`src/rtl/ps2_receiver.sv`:
```
// PS/2 device-to-host receiver with a first-word-fall-through scancode FIFO.
// Frames: start(0), 8 data bits LSB first, odd parity, stop(1).
// Optional build macro PS2_PARITY_CHECK_EN: when defined, frames with bad odd
// parity are dropped with a frame_err pulse; otherwise parity is ignored.
module ps2_receiver #(
  parameter int unsigned FIFO_DEPTH = 8,
  parameter int unsigned TIMEOUT    = 5000
) (
  input  logic       clk,
  input  logic       rst,
  input  logic       i_ps2_clk,
  input  logic       i_ps2_data,
  input  logic       i_rd_en,
  output logic [7:0] o_data,
  output logic       o_valid,
  output logic       o_overflow,
  output logic       o_frame_err
);

  localparam int unsigned AW = $clog2(FIFO_DEPTH);
  localparam int unsigned PW = AW + 1;
  localparam int unsigned TW = $clog2(TIMEOUT + 1);

  typedef enum logic [1:0] {StIdle, StData, StParity, StStop} state_e;

  // Synchroniser and edge-detect flops; reset high to match an idle bus
  logic r_clk_s1, r_clk_s2, r_clk_prev;
  logic r_dat_s1, r_dat_s2;

  state_e        r_state;
  logic [2:0]    r_bit_cnt;
  logic [7:0]    r_shreg;
  logic [TW-1:0] r_tcnt;
  logic          r_frame_err;
`ifdef PS2_PARITY_CHECK_EN
  logic          r_parity;
`endif

  logic [7:0]    r_mem [FIFO_DEPTH];
  logic [PW-1:0] r_wptr, r_rptr;
  logic [7:0]    r_data;
  logic          r_overflow;

  logic          w_fall;
  logic          w_frame_ok;
  logic          w_push;
  logic          w_full, w_empty, w_pop, w_wr, w_drop;
  logic [PW-1:0] w_wptr_nx, w_rptr_nx;
  logic [7:0]    w_head_nx;

  assign w_fall = r_clk_prev & ~r_clk_s2;

`ifdef PS2_PARITY_CHECK_EN
  assign w_frame_ok = r_dat_s2 & (^{r_shreg, r_parity});
`else
  assign w_frame_ok = r_dat_s2;
`endif

  assign w_push = (r_state == StStop) && w_fall && w_frame_ok;

  // Two-flop synchronisers plus previous-value flop for falling-edge detect
  always_ff @(posedge clk or posedge rst) begin
    if (rst) begin
      r_clk_s1   <= 1'b1;
      r_clk_s2   <= 1'b1;
      r_clk_prev <= 1'b1;
      r_dat_s1   <= 1'b1;
      r_dat_s2   <= 1'b1;
    end else begin
      r_clk_s1   <= i_ps2_clk;
      r_clk_s2   <= r_clk_s1;
      r_clk_prev <= r_clk_s2;
      r_dat_s1   <= i_ps2_data;
      r_dat_s2   <= r_dat_s1;
    end
  end

  // Frame FSM with inter-edge timeout; frame_err is a registered one-cycle pulse
  always_ff @(posedge clk or posedge rst) begin
    if (rst) begin
      r_state     <= StIdle;
      r_bit_cnt   <= '0;
      r_shreg     <= '0;
      r_tcnt      <= '0;
      r_frame_err <= 1'b0;
`ifdef PS2_PARITY_CHECK_EN
      r_parity    <= 1'b0;
`endif
    end else begin
      r_frame_err <= 1'b0;
      if (r_state == StIdle) begin
        r_tcnt <= '0;
        // A sampled 1 here is a glitch and is silently ignored
        if (w_fall && !r_dat_s2) begin
          r_state   <= StData;
          r_bit_cnt <= '0;
        end
      end else if (w_fall) begin
        r_tcnt <= '0;
        case (r_state)
          StData: begin
            r_shreg   <= {r_dat_s2, r_shreg[7:1]};
            r_bit_cnt <= r_bit_cnt + 3'd1;
            if (r_bit_cnt == 3'd7) r_state <= StParity;
          end
          StParity: begin
`ifdef PS2_PARITY_CHECK_EN
            r_parity <= r_dat_s2;
`endif
            r_state <= StStop;
          end
          StStop: begin
            r_state     <= StIdle;
            r_frame_err <= ~w_frame_ok;
          end
          default: r_state <= StIdle;
        endcase
      end else if (r_tcnt == TW'(TIMEOUT - 1)) begin
        r_state     <= StIdle;
        r_frame_err <= 1'b1;
        r_tcnt      <= '0;
      end else begin
        r_tcnt <= r_tcnt + TW'(1);
      end
    end
  end

  assign w_empty = (r_wptr == r_rptr);
  assign w_full  = (r_wptr[AW] != r_rptr[AW]) && (r_wptr[AW-1:0] == r_rptr[AW-1:0]);
  assign w_pop   = i_rd_en & ~w_empty;
  // A pop in the same cycle frees a slot, so a full FIFO still accepts the push
  assign w_wr    = w_push & (~w_full | w_pop);
  assign w_drop  = w_push & w_full & ~w_pop;

  assign w_wptr_nx = r_wptr + {{AW{1'b0}}, w_wr};
  assign w_rptr_nx = r_rptr + {{AW{1'b0}}, w_pop};
  // New head is the byte being written when it lands exactly at the next read slot
  assign w_head_nx = (w_wr && (w_rptr_nx == r_wptr)) ? r_shreg : r_mem[w_rptr_nx[AW-1:0]];

  // FIFO storage (no reset needed; pointers define occupancy)
  always_ff @(posedge clk) begin
    if (w_wr) r_mem[r_wptr[AW-1:0]] <= r_shreg;
  end

  // Pointers, registered head byte (holds last value when empty) and sticky overflow
  always_ff @(posedge clk or posedge rst) begin
    if (rst) begin
      r_wptr     <= '0;
      r_rptr     <= '0;
      r_data     <= '0;
      r_overflow <= 1'b0;
    end else begin
      r_wptr <= w_wptr_nx;
      r_rptr <= w_rptr_nx;
      if (w_wptr_nx != w_rptr_nx) r_data <= w_head_nx;
      if (w_pop)       r_overflow <= 1'b0;
      else if (w_drop) r_overflow <= 1'b1;
    end
  end

  assign o_data      = r_data;
  assign o_valid     = ~w_empty;
  assign o_overflow  = r_overflow;
  assign o_frame_err = r_frame_err;

endmodule

```
`config.mk`:
```
export PLATFORM = sky130hd
export DESIGN_NAME = ps2_receiver
export DESIGN_NICKNAME = d
export VERILOG_FILES = /design/src/rtl/ps2_receiver.sv
export SDC_FILE = /design/constraint.sdc
export NUM_CORES = 1
export LEC_CHECK = 0
export ABC_AREA = 1
export CAP_MARGIN = 25
export CORE_ASPECT_RATIO = 1.5
export CORE_MARGIN = 5
export CORE_UTILIZATION = 55
export CTS_CLUSTER_SIZE = 40
export DETAILED_ROUTE_END_ITERATION = 10
export MAX_ROUTING_LAYER = met4
export PLACE_DENSITY = 0.83
export REMOVE_ABC_BUFFERS = 1
export SLEW_MARGIN = 10
export SYNTH_ARGS = -nofsm -noshare
export SYNTH_HDL_FRONTEND = slang
export SYNTH_SLANG_ARGS = --single-unit
```
`constraint.sdc`:
```
create_clock -name clk -period 4.68 [get_ports clk]
set_clock_uncertainty 0.15 [all_clocks]
set_input_delay 0.468 -clock clk [delete_from_list [all_inputs] [get_ports clk]]
set_output_delay 0.468 -clock clk [all_outputs]
set_load 0.01 [all_outputs]
```
==> results.sh, run 1 <==
export IMPL_cts_hold_buffers=0
export IMPL_synth_area_um2=5140
export IMPL_ctsLongestPathBuffers=2
export IMPL_critPathRequiredTime_ps=4830
export IMPL_drv_cap=0
export IMPL_crit_top_cell="nand2_1"
export IMPL_switching_share_pct=37.6
export IMPL_ys_top_cells_by_count="156 x nand2_1, 64 x edfxtp_1, 55 x nand3_1"
export IMPL_yosys_warnings=0
export IMPL_core_area_um2=9200
export IMPL_intPower_mw=2.41
export IMPL_crit_path_start="r_wptr[2]"
export IMPL_min_period_ps=3360
export IMPL_power_per_cell_area_nw_per_um2=653
export IMPL_rsz0062_at_grt="false"
export IMPL_hpwlAfterDp_um=7380
export IMPL_path_cells="inv_2 > nand2_1 > nand2_1 > inv_1 > nand2_1 > inv_1 > a21oi_1 > ha_1 > ha_1 > xnor2_2 > nand2_1 > nand2_1 > nor2_2 > nand3_4 > clkinv_4 > nand2_1 > nand2_1"
export IMPL_synth_seq_cells=113
export IMPL_drc=0
export IMPL_hold_viol_final=0
export IMPL_synth_compound_area_share_pct=3.68
export IMPL_crit_arrival_ps=3510
export IMPL_synth_ff_type="edfxtp_1"
export IMPL_place_congestion=0.846
export IMPL_worstReg2RegStart="r_wptr[2]"
export IMPL_slowest_delay_ps=660
export IMPL_grt_max_degree=50
export IMPL_fp_row_count=43
export IMPL_die_y_um=128
export IMPL_detailedRoute_firstIterationViolations=275
export IMPL_final_nets=545
export IMPL_p_leak_nw=2.53
export IMPL_hp_class="primary input to async pin"
export IMPL_setup_viol=0
export IMPL_io_pins=16
export IMPL_synth_most_common_cell="nand2_1"
export IMPL_post_cts_setup_buffers=0
export IMPL_report_final_slew_viol_count=0
export IMPL_worst_pin_slew_ps=960
export IMPL_start_util_pct=55.8
export IMPL_grt_pass1_vias=3810
export IMPL_synth_xor_area_share_pct=2.48
export IMPL_synth_top_family_by_area="simple AND/OR/NAND/NOR gates"
export IMPL_cts_tree="built"
export IMPL_dp_slack_ps=1360
export IMPL_comb_power_share_pct=35.8
export IMPL_final_period_utilization_pct=71.7
export IMPL_synthArstFlopShare_pct=43.4
export IMPL_syn_avg_cell_area_um2=10.2
export IMPL_cp_end_kind="flip-flop"
export IMPL_postLayoutCoreUtil_pct=64.3
export IMPL_post_cts_resize_count=0
export IMPL_p_clk_share_pct=29.3
export IMPL_dr_total_vias=3696
export IMPL_critPathLaunchType="flip-flop"
export IMPL_clkLatencyLatePin_ps=420
export IMPL_ys_seq_area_share_pct=61.4
export IMPL_yosysTopAreaCell="edfxtp_1"
export IMPL_path_clk_slew_ps=50
export IMPL_yosys_area_share_adder_pct=2.68
export IMPL_grtUsageTotal_pct=22.2
export IMPL_crit_fanout=17
export IMPL_clock_fmax_ghz=0.298
export IMPL_clkSinkCount=113
export IMPL_antenna_found_initial=0
export IMPL_syn_inst=505
export IMPL_grt_pass1_wl_um=18200
export IMPL_synth_top_area_share_pct=37.4
export IMPL_wl_per_cell_um=17.0
export IMPL_root_buffer="clkbuf_16"
export IMPL_vias_per_cell=5.65
export IMPL_ir_worst_vdd_mv=0.413
export IMPL_finalWorstSetupSlack_ps=1320
export IMPL_die_area_um2=11400
export IMPL_io_buffer_count=15
export IMPL_firstDrtPassIters=6
export IMPL_synthMuxAreaShare_pct=0
export IMPL_totalWireLength_um=11100
export IMPL_yosys_area_share_simple_pct=24.7
export IMPL_synthTopCellsByArea="edfxtp_1 37%, dfrtp_1 21%, nand2_1 11%"
export IMPL_ant_nets=0
export IMPL_area_delta_synth_final_pct=15.2
export IMPL_antenna_cells=0
export IMPL_overflow=0
export IMPL_switchingPower_mw=1.45
export IMPL_status="completed"
export IMPL_synth_edff_count=64
export IMPL_slew_headroom_pct=35.9
export IMPL_h_tree_depth=4
export IMPL_slowest_stage="xnor2_2"
export IMPL_drive_above_1_share_pct=11.8
export IMPL_ys_types=39
export IMPL_final_cell_area_um2=5920
export IMPL_post_dp_cell_area_um2=5380
export IMPL_worstSetupPathType="flip-flop to flip-flop"
export IMPL_p_seq_share_pct=34.9
export IMPL_cts_made_buffers=17
export IMPL_tns_ps=0
export IMPL_die_w_um=88.9
-- cell families (layout without fill, tap and decap cells) --
logic type | after synthesis | in the layout
AOI/OAI and AO/OA | 32 | 32
xor gates and xnor gates | 12 | 12
and+or+nand+nor | 275 | 275
adders and majority gates | 11 | 11
buffers and inverters | 62 | 99
DFF | 113 | 113
-- registers in the layout (all words and copies together) (netlist names) --
| name | count |
|---|---|
| r_clk_prev | 1 |
| r_mem | 64 |
| r_bit_cnt | 3 |
| r_clk_s2 | 1 |
| o_overflow | 1 |
| r_clk_s1 | 1 |
| r_dat_s1 | 1 |
| o_frame_err | 1 |
| r_dat_s2 | 1 |
| r_wptr | 4 |
| o_data | 8 |
| r_shreg | 8 |
| r_tcnt | 13 |
| r_state | 2 |
| r_rptr | 4 |
-- final cells by class --
| cell class | count | area (um^2) |
|---|---|---|
| repair buffers | 19 | 190 |
| clock inverters | 8 | 41.3 |
| inverters | 48 | 185 |
| well taps | 112 | 140 |
| multi-input cells | 330 | 1730 |
| flip-flops and latches | 113 | 3150 |
| clock buffers | 24 | 482 |
| fillers | 635 | 3280 |
-- path summary, 6_finish.rpt --
check	to	slack (ps)	cells past startpoint
hold reg to reg	r_clk_s2	200	0
setup / recovery	o_data[5]	1320	17
min in group clk	r_clk_s2	200	0
max in group asynchronous	r_dat_s1	3710	3
setup reg to reg	o_data[5]	1320	17
hold / removal	r_rptr[1]	130	2
-- layout by cell type (no fill, tap or decap), types with 2 or more instances in the layout --
cell type,n
nand2_1,156
edfxtp_1,64
nand3_1,55
dfrtp_1,44
inv_1,41
nor2_1,27
clkbuf_16,17
o21ai_0,16
clkdlybuf4s50_1,15
ha_1,11
o21a_1,9
nand4_1,8
nor3_1,7
inv_2,6
clkinv_2,6
xnor2_1,5
nand2_2,5
a21oi_1,5
dfstp_2,5
xor2_1,4
clkbuf_1,4
nor3_2,3
clkbuf_8,3
nand3_2,2
nor2_4,2
nand3_4,2
xnor2_2,2
buf_4,2
-- critical path: cells and delay by family (launching register included) --
family | cells | cell delay [ps]
DFF | 1 | 630
buffers and inverters | 4 | 360
xor gates and xnor gates | 1 | 660
and+or+nand+nor | 9 | 840
adders and majority gates | 2 | 500
AOI/OAI and AO/OA | 1 | 90
-- power groups by stage --
stage	Sequential [mW]	Clock, mW	Combinational (mW)
after global placement	1.35	0	1.30
after global routing	1.37	1.19	1.54
final	1.35	1.13	1.38
after floorplan	1.33	0	0.952
after detailed placement	1.36	0	1.35
after CTS	1.35	1.14	1.38
-- stage by stage --
| step | std cells | power, mW | hold slack, ps |
|---|---|---|---|
| after floorplan | 491 | 2.28 | 195 |
| after global placement | 620 | 2.65 | 197 |
| after detailed placement | 621 | 2.71 | 199 |
| after CTS | 653 | 3.87 | 205 |
| final | 654 | 3.87 | 128 |
| after global routing | 654 | 4.09 | 159 |
-- metal layers --
metal  track usage (%)  vias up  part of all wire, %
met3              6.28       38                  4.7
met5                 -        -                    0
met1              23.7     1807                   37
met4              11.7        0                  3.9
li1                  -     1725                    -
met2              36.7      126                   54
No activity file was read; power rests on OpenSTA's default activity.
==> run 2, diff against run 1 <==
Clock period 4.68 ns to 3.4 ns, I/O delays scaled along.
==> run 2 against run 1 <==
  * Global-route usage up 1.1 points
  * Register-to-register slack worse by 1200 ps
  * Hold slack worse by 120 ps
  * Sequential cell count unchanged
  * Non-clock buffer count up 3
  * Largest cell class unchanged
  * Largest power group unchanged
  * Highest routed layer unchanged
==> results.sh, run 2 (same netlist as run 1, synthesis figures left out) <==
export IMPL_root_buffer="clkbuf_16"
export IMPL_ant_nets=0
export IMPL_clkLatencyLatePin_ps=420
export IMPL_min_period_ps=3260
export IMPL_drc=0
export IMPL_critPathLaunchType="flip-flop"
export IMPL_wl_per_cell_um=18.0
export IMPL_hold_ws_ps=8.66
export IMPL_dr_total_vias=3758
export IMPL_slew_headroom_pct=41.8
export IMPL_power_per_cell_area_nw_per_um2=935
export IMPL_grt_pass1_vias=3831
export IMPL_final_nets=548
export IMPL_largest_reg_flops=64
export IMPL_setup_viol=0
export IMPL_crit_arrival_ps=3470
export IMPL_post_dp_cell_area_um2=5400
export IMPL_drv_cap=0
export IMPL_cp_end_kind="flip-flop"
export IMPL_crit_fanout=9
export IMPL_slowest_stage="dfrtp_1"
export IMPL_firstDrtPassIters=5
export IMPL_vias_per_cell=5.72
export IMPL_cts_hold_buffers=0
export IMPL_layout_commonest_cell="nand2_1"
export IMPL_clkSinkCount=113
export IMPL_fp_row_count=43
export IMPL_hp_class="primary input to async pin"
export IMPL_final_period_utilization_pct=95.9
export IMPL_placed_cells=624
export IMPL_final_cell_mix="156 x nand2_1, 64 x edfxtp_1, 55 x nand3_1"
export IMPL_status="completed"
export IMPL_p_clk_share_pct=31.2
export IMPL_detailedRoute_firstIterationViolations=322
export IMPL_critPathRequiredTime_ps=3610
export IMPL_grt_max_degree=50
export IMPL_ctsLongestPathBuffers=2
export IMPL_worst_pin_slew_ps=870
export IMPL_intPower_mw=3.53
export IMPL_io_buffer_count=15
export IMPL_postLayoutCoreUtil_pct=65.6
export IMPL_ir_worst_vdd_mv=0.656
export IMPL_final_cell_area_um2=6030
export IMPL_cts_tree="built"
export IMPL_report_final_slew_viol_count=0
export IMPL_h_tree_depth=4
export IMPL_p_leak_nw=2.57
export IMPL_comb_power_share_pct=35.9
export IMPL_grtUsageTotal_pct=23.2
export IMPL_place_congestion=0.883
export IMPL_drive_above_1_share_pct=13.0
export IMPL_cts_made_buffers=17
export IMPL_hpwlAfterDp_um=7440
export IMPL_slowest_delay_ps=500
export IMPL_switchingPower_mw=2.11
export IMPL_antenna_cells=0
export IMPL_die_w_um=88.9
export IMPL_final_cells=657
export IMPL_core_area_um2=9200
export IMPL_area_delta_synth_final_pct=17.4
export IMPL_io_pins=16
export IMPL_overflow=0
export IMPL_crit_top_cell="nand2_1"
export IMPL_clock_fmax_ghz=0.307
export IMPL_totalWireLength_um=11800
export IMPL_start_util_pct=55.8
export IMPL_hold_viol_final=0
export IMPL_p_seq_share_pct=33.0
export IMPL_path_clk_slew_ps=50
export IMPL_grt_pass1_wl_um=18800
export IMPL_worstSetupPathType="flip-flop to flip-flop"
export IMPL_antenna_found_initial=0
export IMPL_die_y_um=128
export IMPL_path_cells="inv_2 > nand2_1 > nand2_1 > nor2_4 > nand2_1 > inv_1 > a21oi_1 > ha_1 > ha_1 > inv_2 > nand2_1 > nand2_1 > nor2_1 > nand2_1 > nor2_8 > nand3_4 > nand2_1 > nand3_1 > nand2_1"
export IMPL_die_area_um2=11400
export IMPL_switching_share_pct=37.3
## run 2: cell count changes in the layout (fill, tap and decap cells not counted), sizes merged
cell and change:
buf +3, bufinv +2, clkinv -1, inv +1
clkbuf -2
## run 2: timing repair
action                     CTS  global route
buffers inserted             0             0
setup endpoints to repair    0             8
gates resized for setup      0             4
## run 2: area by class of cell
| type | count | area (um^2) |
|---|---|---|
| clock buffer | 22 | 485 |
| clock inverter | 10 | 105 |
| fill | 625 | 3170 |
| inverter | 48 | 189 |
| multi-input combinational | 330 | 1740 |
| sequential | 113 | 3160 |
| tap | 112 | 140 |
| timing repair buffer | 22 | 219 |
## run 2: worst paths after layout
kind	start	to	slack, ps	cells past startpoint
max reg2reg	r_wptr[1]	o_data[3]	140	19
min	rst	r_rptr[2]	9	2
max	r_wptr[1]	o_data[3]	140	19
max in group asynchronous	rst	r_dat_s1	2550	3
min reg2reg	r_clk_s1	r_clk_s2	210	0
min in group clk	i_ps2_clk	r_clk_s1	180	1
## run 2: per-stage QoR
stage	power (mW)	worst slack, ps	TNS [ps]
after floorplan	3.14	225	0
after global placement	3.69	411	0
after detailed placement	3.79	218	0
after CTS	5.57	185	0
after global routing	5.94	-75.6	-420
final	5.64	138	0
## run 2: critical path: cells and delay by family, from the launching register on
family | cells | cell delay (ps)
AOI/OAI and AO/OA | 1 | 110
adders and majority gates | 2 | 670
buffers and inverters | 3 | 290
DFF | 1 | 500
and+or+nand+nor | 13 | 1460
## run 2: routing by layer
layer,share of wire (%),vias up,wire (um),global-route usage [%]
li1,-,1729,-,-
met1,35,1843,4170,23.6
met2,56,143,6650,40.6
met3,4.4,43,519,6.15
met4,4.1,0,482,11.0
met5,0,-,0,-
## run 2: power by group through the flow
stage          clock [mW]  combinational, mW  sequential, mW
2_1_floorplan           0               1.31            1.83
4_1_cts              1.76               1.96            1.85
6_report             1.76               2.02            1.86
3_5_place_dp            0               1.92            1.87
5_1_grt              1.83               2.23            1.88
3_3_place_gp            0               1.83            1.86
==> run 3, diff against run 2 <==
Clock period 3.4 ns to 3.2 ns, I/O delays scaled along.
==> run 3 against run 2 <==
  * The flow now finishes with violations (hold timing)
  * Total power increased by 5.7%
  * Non-clock buffer count increased by 10
  * Core utilization increased by 0.73 points
  * Critical path depth unchanged
  * Sequential share of layout area decreased by 0.54 points
  * Cell area increased by 1.1%
  * First-iteration DRC count decreased by 1.6%
  * Die area unchanged
==> results.sh, run 3 (same netlist as run 1, synthesis figures left out) <==
export IMPL_status="complete, but fails checks"
export IMPL_violations="hold timing"
export IMPL_drv_cap=0
export IMPL_clkSinkCount=113
export IMPL_crit_buf_inv=4
export IMPL_power_per_cell_area_nw_per_um2=978
export IMPL_clkLatencyLatePin_ps=410
export IMPL_final_cells=667
export IMPL_path_cells="inv_2 > nand2_1 > nand2_1 > nor2_4 > nand2_1 > inv_1 > a21oi_1 > ha_1 > ha_2 > inv_2 > nand2_1 > nand2_1 > nor2_1 > nand2_1 > nor2_8 > buf_2 > nand4_1 > nand3_1 > nand2_1"
export IMPL_hold_viol_final=8
export IMPL_p_leak_nw=2.62
export IMPL_slowest_delay_ps=450
export IMPL_final_cell_mix="156 x nand2_1, 64 x edfxtp_1, 55 x nand3_1"
export IMPL_final_period_utilization_pct=97.7
export IMPL_layout_commonest_cell="nand2_1"
export IMPL_cts_tree="built"
export IMPL_path_delay_family="simple AND/OR/NAND/NOR gates"
export IMPL_root_buffer="clkbuf_16"
export IMPL_crit_arrival_ps=3280
export IMPL_tns_ps=0
export IMPL_finalWorstSetupSlack_ps=73.1
export IMPL_crit_path_start="r_wptr[1]"
export IMPL_final_nets=558
export IMPL_die_w_um=88.9
export IMPL_drive_above_1_share_pct=14.8
export IMPL_drc=0
export IMPL_p_total_mw=5.96
export IMPL_post_dp_cell_area_um2=5450
export IMPL_hpwlAfterDp_um=7580
export IMPL_crit_top_cell="nand2_1"
export IMPL_min_period_ps=3130
export IMPL_detailedRoute_firstIterationViolations=317
export IMPL_vias_per_cell=5.60
export IMPL_placed_cells=631
export IMPL_cp_end_kind="flip-flop"
export IMPL_io_pins=16
export IMPL_core_area_um2=9200
export IMPL_place_congestion=0.839
export IMPL_critPathRequiredTime_ps=3350
export IMPL_grt_max_degree=50
export IMPL_comb_power_share_pct=35.8
export IMPL_worstReg2RegStart="r_wptr[1]"
export IMPL_p_seq_share_pct=33.2
export IMPL_die_area_um2=11400
export IMPL_slew_headroom_pct=49.4
export IMPL_dr_total_vias=3735
export IMPL_largest_reg_flops=64
export IMPL_dp_slack_ps=153
export IMPL_totalWireLength_um=11600
export IMPL_clock_fmax_ghz=0.320
export IMPL_worst_pin_slew_ps=754
export IMPL_setup_viol=0
export IMPL_wl_met3_um=508
export IMPL_antenna_cells=0
export IMPL_hp_class="primary input to async pin"
export IMPL_fp_row_count=43
export IMPL_firstDrtPassIters=4
export IMPL_switchingPower_mw=2.15
export IMPL_h_tree_depth=4
export IMPL_overflow=0
export IMPL_slowest_stage="dfrtp_2"
export IMPL_grtUsageTotal_pct=22.8
export IMPL_cts_made_buffers=17
export IMPL_p_clk_share_pct=31.0
export IMPL_grt_pass1_wl_um=18700
export IMPL_start_util_pct=55.8
export IMPL_antenna_found_initial=0
export IMPL_path_clk_slew_ps=50
export IMPL_ant_nets=0
export IMPL_wl_met2_um=6500
export IMPL_die_y_um=128
export IMPL_ir_worst_vdd_mv=0.602
export IMPL_intPower_mw=3.81
export IMPL_crit_fanout=8
export IMPL_worstSetupPathType="flip-flop to flip-flop"
export IMPL_io_buffer_count=15
export IMPL_hold_ws_ps=-3.71
export IMPL_wl_per_cell_um=17.4
export IMPL_area_delta_synth_final_pct=18.7
export IMPL_report_final_slew_viol_count=0
export IMPL_postLayoutCoreUtil_pct=66.3
export IMPL_critPathLaunchType="flip-flop"
export IMPL_m1WireLength_um=4160
export IMPL_final_cell_area_um2=6100
export IMPL_top_layer_used="met4"
export IMPL_switching_share_pct=36.1
export IMPL_grt_pass1_vias=3897
export IMPL_ctsLongestPathBuffers=2
-- run 3: cell count changes in the layout (fill, tap and decap cells not counted), moves of 2 or more --
cell,delta
inv_4,-2
dfrtp_2,+2
dfrtp_1,-2
buf_4,+9
-- run 3: worst reg2reg max path, stage by stage (launching register included) --
cell and delay [ps]:
dfrtp_2 450, inv_2 90, nand2_1 60, nand2_1 80, nor2_4 150, nand2_1 70, inv_1 110, a21oi_1 110
ha_1 230, ha_2 440, inv_2 70, nand2_1 60, nand2_1 60, nor2_1 100, nand2_1 150, nor2_8 160
buf_2 190, nand4_1 120, nand3_1 110, nand2_1 50
-- run 3: path summary, 6_finish.rpt --
kind | slack, ps | end | cells past startpoint
setup / recovery | 70 | o_data[6] | 19
hold / removal | -4 | r_rptr[1] | 2
setup reg to reg | 70 | o_data[6] | 19
hold reg to reg | 210 | r_clk_s2 | 0
max in group asynchronous | 2360 | r_dat_s2 | 3
min in group clk | 170 | r_clk_s1 | 1
-- run 3: timing repair --
item	4_1_cts	5_1_grt
setup buffers	0	3
resized for setup	0	4
endpoints found under the setup margin	0	8
hold buffers	0	0
-- run 3: metal layers --
layer | GRT usage, % | vias to the layer above
met4 | 10.6 | 0
met1 | 22.7 | 1822
met3 | 7.05 | 38
met5 | - | -
li1 | - | 1747
met2 | 39.7 | 128
-- run 3: power by group through the flow --
stage / clock (mW) / sequential (mW) / combinational [mW]
final: 1.85 / 1.98 / 2.14
after global routing: 1.94 / 2.00 / 2.40
after CTS: 1.87 / 1.96 / 2.08
after detailed placement: 0 / 1.98 / 2.03
after global placement: 0 / 1.97 / 1.94
after floorplan: 0 / 1.95 / 1.39
-- run 3: area by class of cell --
class	instances	area, um^2
timing repair buffer	32	300
clock inverter	12	140
inverter	48	185
fill	596	3100
tap	112	140
sequential	113	3160
multi-input combinational	330	1730
clock buffer	20	447
